$ cat config.mk
export PLATFORM = sky130hd
export DESIGN_NAME = spi_master
export DESIGN_NICKNAME = d
export VERILOG_FILES = /design/src/rtl/spi_pkg.sv /design/src/rtl/spi_master_shreg.sv /design/src/rtl/spi_master.sv
export SDC_FILE = /design/constraint.sdc
export NUM_CORES = 1
export LEC_CHECK = 0
export CELL_PAD_IN_SITES_DETAIL_PLACEMENT = 0
export CELL_PAD_IN_SITES_GLOBAL_PLACEMENT = 2
export CORE_MARGIN = 4
export CORE_UTILIZATION = 34
export CTS_CLUSTER_SIZE = 8
export DETAILED_ROUTE_END_ITERATION = 6
export MAX_ROUTING_LAYER = met4
export PLACE_DENSITY_LB_ADDON = 0.1
export SYNTH_ARGS = -nofsm -noshare
export SYNTH_HDL_FRONTEND = slang
export SYNTH_SLANG_ARGS = --single-unit
$ cat constraint.sdc
create_clock -name clk -period 2.4 [get_ports clk]
set_input_delay 0.48 -clock clk [delete_from_list [all_inputs] [get_ports clk]]
set_output_delay 0.48 -clock clk [all_outputs]
set_load 0.01 [all_outputs]
$ cat src/rtl/spi_pkg.sv
// Shared SPI definitions: op encodings, frame geometry and master FSM states.
package spi_pkg;

    localparam int FRAME_W = 10;
    localparam int DATA_W  = 8;
    localparam int CNT_W   = 4;

    localparam logic [1:0] OP_WR_ADDR = 2'b00;
    localparam logic [1:0] OP_WR_DATA = 2'b01;
    localparam logic [1:0] OP_RD_ADDR = 2'b10;
    localparam logic [1:0] OP_RD_DATA = 2'b11;

    // Command as it goes on the wire: op bits lead, payload follows, MSB first.
    typedef struct packed {
        logic [1:0]        op;
        logic [DATA_W-1:0] data;
    } spi_cmd_t;

    typedef enum logic [2:0] {
        IDLE,
        LEAD,
        SHIFT,
        GAP,
        RECV,
        GUARD
    } spi_mst_state_e;

endpackage

$ cat src/rtl/spi_master_shreg.sv
// Parameterised shift register: parallel load, shifts toward the MSB, new bit enters at the LSB.
module spi_master_shreg #(
    parameter int W = 8
) (
    input  logic         clk,
    input  logic         rst_n,
    input  logic         load,
    input  logic [W-1:0] load_val,
    input  logic         shift,
    input  logic         sin,
    output logic [W-1:0] q
);

    // Load wins over shift so a fresh frame is never corrupted by a stale shift strobe.
    always_ff @(posedge clk or negedge rst_n) begin
        if (!rst_n)
            q <= '0;
        else if (load)
            q <= load_val;
        else if (shift)
            q <= {q[W-2:0], sin};
    end

endmodule

$ cat src/rtl/spi_master.sv
// SPI initiator: serialises 10-bit {op,data} frames on MOSI under SS_n, captures
// the 8-bit MISO reply for read-data and returns it as a one-cycle response.
module spi_master
    import spi_pkg::*;
#(
    parameter int READ_GAP = 2
) (
    input  logic              clk,
    input  logic              rst_n,
    input  logic              cmd_valid,
    output logic              cmd_ready,
    input  logic [1:0]        cmd_op,
    input  logic [DATA_W-1:0] cmd_data,
    output logic              rsp_valid,
    output logic [DATA_W-1:0] rsp_data,
    output logic              MOSI,
    output logic              SS_n,
    input  logic              MISO
);

    spi_mst_state_e    state_q, state_d;
    logic [CNT_W-1:0]  cnt_q, cnt_d;
    logic [1:0]        op_q, op_d;
    logic              ss_q, ss_d;
    logic              mosi_q, mosi_d;
    logic              ready_q, ready_d;
    logic              rsp_vld_q, rsp_vld_d;
    logic [DATA_W-1:0] rsp_data_q, rsp_data_d;

    logic              tx_load, tx_shift, rx_shift;
    logic [FRAME_W-1:0] tx_q;
    logic [DATA_W-1:0]  rx_q;
    spi_cmd_t           cmd_in;

    assign cmd_in = '{op: cmd_op, data: cmd_data};

    spi_master_shreg #(.W(FRAME_W)) u_tx (
        .clk      (clk),
        .rst_n    (rst_n),
        .load     (tx_load),
        .load_val (cmd_in),
        .shift    (tx_shift),
        .sin      (1'b0),
        .q        (tx_q)
    );

    spi_master_shreg #(.W(DATA_W)) u_rx (
        .clk      (clk),
        .rst_n    (rst_n),
        .load     (1'b0),
        .load_val ('0),
        .shift    (rx_shift),
        .sin      (MISO),
        .q        (rx_q)
    );

    // Only the TX MSB reaches MOSI; the RX MSB is superseded by the byte assembled into rsp_data.
    logic unused_bits;
    assign unused_bits = ^{tx_q[FRAME_W-2:0], rx_q[DATA_W-1]};

    // State, counter and all outputs are registered; SS_n goes high asynchronously on reset.
    always_ff @(posedge clk or negedge rst_n) begin
        if (!rst_n) begin
            state_q    <= IDLE;
            cnt_q      <= '0;
            op_q       <= OP_WR_ADDR;
            ss_q       <= 1'b1;
            mosi_q     <= 1'b0;
            ready_q    <= 1'b0;
            rsp_vld_q  <= 1'b0;
            rsp_data_q <= '0;
        end else begin
            state_q    <= state_d;
            cnt_q      <= cnt_d;
            op_q       <= op_d;
            ss_q       <= ss_d;
            mosi_q     <= mosi_d;
            ready_q    <= ready_d;
            rsp_vld_q  <= rsp_vld_d;
            rsp_data_q <= rsp_data_d;
        end
    end

    // Next state plus next output values, so each output reflects the state it is registered with.
    always_comb begin
        state_d    = state_q;
        cnt_d      = cnt_q;
        op_d       = op_q;
        ss_d       = 1'b1;
        mosi_d     = 1'b0;
        ready_d    = 1'b0;
        rsp_vld_d  = 1'b0;
        rsp_data_d = rsp_data_q;
        tx_load    = 1'b0;
        tx_shift   = 1'b0;
        rx_shift   = 1'b0;
        case (state_q)
            IDLE: begin
                if (cmd_valid && ready_q) begin
                    state_d = LEAD;
                    op_d    = cmd_op;
                    tx_load = 1'b1;
                    ss_d    = 1'b0;
                    mosi_d  = cmd_op[1];   // frame bit 9 is shown during the lead cycle too
                end else begin
                    ready_d = 1'b1;
                end
            end
            LEAD: begin
                state_d  = SHIFT;
                cnt_d    = CNT_W'(FRAME_W - 1);
                ss_d     = 1'b0;
                mosi_d   = tx_q[FRAME_W-1];
                tx_shift = 1'b1;
            end
            SHIFT: begin
                ss_d = 1'b0;
                if (cnt_q == '0) begin
                    if (op_q == OP_RD_DATA) begin
                        state_d = GAP;
                        cnt_d   = CNT_W'(READ_GAP - 1);
                    end else begin
                        state_d = GUARD;
                        ss_d    = 1'b1;
                    end
                end else begin
                    cnt_d    = cnt_q - 1'b1;
                    mosi_d   = tx_q[FRAME_W-1];
                    tx_shift = 1'b1;
                end
            end
            GAP: begin
                ss_d = 1'b0;
                if (cnt_q == '0) begin
                    state_d = RECV;
                    cnt_d   = CNT_W'(DATA_W - 1);
                end else begin
                    cnt_d = cnt_q - 1'b1;
                end
            end
            RECV: begin
                ss_d     = 1'b0;
                rx_shift = 1'b1;
                if (cnt_q == '0) begin
                    state_d    = GUARD;
                    ss_d       = 1'b1;
                    rsp_vld_d  = 1'b1;
                    rsp_data_d = {rx_q[DATA_W-2:0], MISO};
                end else begin
                    cnt_d = cnt_q - 1'b1;
                end
            end
            GUARD: begin
                state_d = IDLE;
                ready_d = 1'b1;
            end
            default: state_d = IDLE;
        endcase
    end

    assign cmd_ready = ready_q;
    assign rsp_valid = rsp_vld_q;
    assign rsp_data  = rsp_data_q;
    assign MOSI      = mosi_q;
    assign SS_n      = ss_q;

endmodule

==> impl_metrics.tcl <==
set metrics [dict create \
    status "complete, no violations" \
    clkPwrFrac_pct 23.7 \
    via_per_inst 5.54 \
    clock-sinks 38 \
    r2r_slack_ns 0.32 \
    cp.arrival_ns 2.27 \
    diodes 0 \
    reg2reg_to "cnt_q[1]" \
    setup_ws_ns 0.318 \
    fin_area_mm2 0.00236 \
    synthesis.area_mm2 0.00190 \
    netlist_instances 185 \
    cts_tree "built" \
    finalWorstPathRequiredPeriod_ns 2.08 \
    crit_type "reg -> reg" \
    p_switching_mw 1.02 \
    rsz0062_at_grt "no" \
    grt_use_total_pct 15.7 \
    synth_seq_cells 38 \
    synth_ff_type "dfrtp_1" \
    path_max_fanout 9 \
    setup_tns_ns 0 \
    maxCapViolCount 0 \
    routabilityCongestion 0.817 \
    fmax_mhz 480 \
    clock_latency_ns 0.29 \
    synth_fa_ha_area_share_pct 0.658 \
    final_net_count 226 \
    syn2layout_area_growth_pct 24.3 \
    hold_viol 0 \
    power.switching_fraction_pct 36.9 \
    synth_edf_count 0 \
    setup_viol 0 \
    tightest_slew_ns 0.836 \
    p_int_mw 1.74 \
    start_util_pct 36.1 \
    synth_top_family_by_area "compound AO/OA/AOI/OAI gates" \
    coreArea_mm2 0.00527 \
    avgSynthCellArea_um2 10.3 \
    crit_path_top_delay_cell "dfrtp_1" \
    slew_violations 0 \
    rr_worst_depth 6 \
    met3_length_um 226 \
    ir_worst_vdd_mv 0.435 \
    first_global_vias 1619 \
    fillers 509 \
    p_leak_nw 1.04 \
    clockBufferDepth 2 \
    power_density_mw_per_mm2 1170 \
    wl_um 4580 \
    dr_wl_met2_um 2300 \
    dp_hpwl_um 3220 \
    die_y_um 82.8 \
    port_buffers 25 \
    grt_pass1_wl_um 7910 \
    ys_warn_count 0 \
    overflow 0 \
    fin_worst_skew_ns 0.0134 \
    yosysSeqAreaShare_pct 50.1 \
    clockRootBuffer "clkbuf_8" \
    first_pass_iters 7 \
    path_cells "inv_1 -> ha_1 -> nor3b_4 -> a311oi_1 -> a31oi_1 -> mux2_2" \
    drive_above_1_share_pct 18.4 \
    cts_hold_buffers 0 \
    synth_xor_xnor_area_share_pct 0 \
    cts_setup_buffers 0 \
    hold_class "in -> async" \
    antenna_found_initial 0 \
    ios 26 \
    ctsResizeCount 0 \
    cts.reportedPaths.clkPinSlew_ns 0.09 \
    routed.top_layer "met4" \
    max_stage_delay_ns 0.43 \
    r2r-start "cnt_q[0]" \
    routedWlPerCell_um 16.2 \
    synth_nets 200 \
    yosys-mux-area-fraction_pct 10.1 \
    dr_total_vias 1563 \
    synth_compound_area_share_pct 20.7 \
    critPathLaunchType "flop" \
    placed_cell_area_mm2 0.00222 \
    cts_buffers 5 \
    m1WireLength_um 2010 \
    stdcell_count 282 \
    antenna_left 0 \
    cts-htree-levels 2 \
    p_comb_share_pct 38.8 \
    pre_cts_ws_ns 0.329 \
    slew_headroom_pct 44.3 \
    fp-row-count 26 \
    seqPwrFrac_pct 37.5 \
    grt_max_degree 39 \
    fin_crit_sh_pct 86.8 \
    finish.utilization_pct 44.8 \
    async_flop_share_pct 100 \
    dieArea_mm2 0.00685 \
    die_w_um 82.8 \
    crit_path_end_kind "flop" \
    synthSimpleGateAreaFrac_pct 14.4 \
    dp.cells 274 \
    drt-initial-drc-count 135 \
    crit_required_ns 2.59 \
    netlist-cell-type-count 38 \
    drcViolationCount 0 \
]
-- area by class of cell --
type	instances	area, µm²	share of cell area [%]
Multi-Input combinational cell	129	872	36.9
Clock inverter	3	68.8	2.91
Timing Repair Buffer	31	290	12.3
Clock buffer	5	68.8	2.91
Inverter	6	22.5	0.953
Sequential cell	38	952	40.3
Tap cell	70	87.6	3.71
-- kinds of logic after synthesis --
| kind of cell | after synthesis |
|---|---|
| fa+ha+maj | 1 |
| flops | 38 |
| buf+inv | 18 |
| simple gates | 55 |
| mux | 17 |
| compound gates | 56 |
-- power groups by stage --
| stage | clock network [mW] | logic [mW] | registers (mW) |
|---|---|---|---|
| 3_3_place_gp | 0 | 1.04 | 1.03 |
| 3_5_place_dp | 0 | 1.07 | 1.04 |
| 6_report | 0.654 | 1.07 | 1.03 |
| 4_1_cts | 0.674 | 1.08 | 1.03 |
| 5_1_grt | 0.701 | 1.21 | 1.07 |
| 2_1_floorplan | 0 | 0.853 | 0.931 |
-- synth_stat cells (3+ instances only) --
cell | count | area (µm²)
clkbuf_1 | 5 | 18.8
a22o_1 | 8 | 70.1
a222oi_1 | 7 | 70.1
o22ai_1 | 3 | 18.8
nor2_1 | 15 | 56.3
mux2_2 | 17 | 191
dfrtp_1 | 37 | 926
a21oi_1 | 13 | 65.1
nand2_1 | 21 | 78.8
nor3_1 | 3 | 15.0
inv_1 | 6 | 22.5
o21ai_0 | 11 | 55.1
buf_2 | 6 | 30.0
o31ai_1 | 3 | 22.5
nor4_1 | 3 | 18.8
-- metal layers --
| metal | global-route usage (%) | up-vias |
|---|---|---|
| met3 | 3.47 | 4 |
| met2 | 25.6 | 44 |
| met1 | 19.6 | 775 |
| met5 | - | - |
| li1 | - | 740 |
| met4 | 4.58 | 0 |
-- cell usage in the layout (no fill, tap or decap), types with 2 or more instances in the layout --
cell type,Yosys,routed
nor4_1,3,3
a22o_1,8,8
nand2b_1,2,2
dfrtp_1,37,37
clkdlybuf4s50_1,0,24
a21oi_1,13,13
clkbuf_8,0,5
mux2_2,17,17
a222oi_1,7,7
nor2b_1,2,2
buf_4,0,6
nor3_1,3,3
o31ai_1,3,3
inv_1,6,6
o21ai_0,11,11
nor2_1,15,15
bufinv_16,0,2
a311oi_1,2,2
o221ai_1,2,2
nand2_1,21,21
o22ai_1,3,3
-- per-stage QoR --
stage          hold WS [ns]  power (mW)
6_report              0.266        2.76
3_5_place_dp          0.471        2.11
5_1_grt               0.357        2.98
4_1_cts               0.314        2.78
2_1_floorplan         0.184        1.78
3_3_place_gp          0.461        2.07
-- how the worst max path moves through the flow --
stage,startpoint,endpoint,cells after the start
floorplan,cnt_q[0],cnt_q[1],6
global placement,cnt_q[0],cnt_q[1],6
detailed placement,cnt_q[0],cnt_q[1],6
CTS,cnt_q[0],cnt_q[1],6
global route,cnt_q[0],u_tx.q[1],6
finish,cnt_q[0],cnt_q[1],6
-- worst max-delay path, delay by kind of cell, from the launching register on --
family                     cells  cell delay (ns)
DFF                            1             0.43
and+or+nand+nor                1             0.43
AOI/OAI and AO/OA              2             0.40
muxes                          1             0.35
adders and majority gates      1             0.27
buffers and inverters          1             0.09
-- registers in the layout (all words and copies together) (netlist names) --
register   count
cnt_q          4
MOSI           1
SS_n           1
state_q        3
u_rx.q         7
op_q           2
rsp_data       8
u_tx.q        10
cmd_ready      1
rsp_valid      1
No activity file was read; power rests on OpenSTA's default activity.
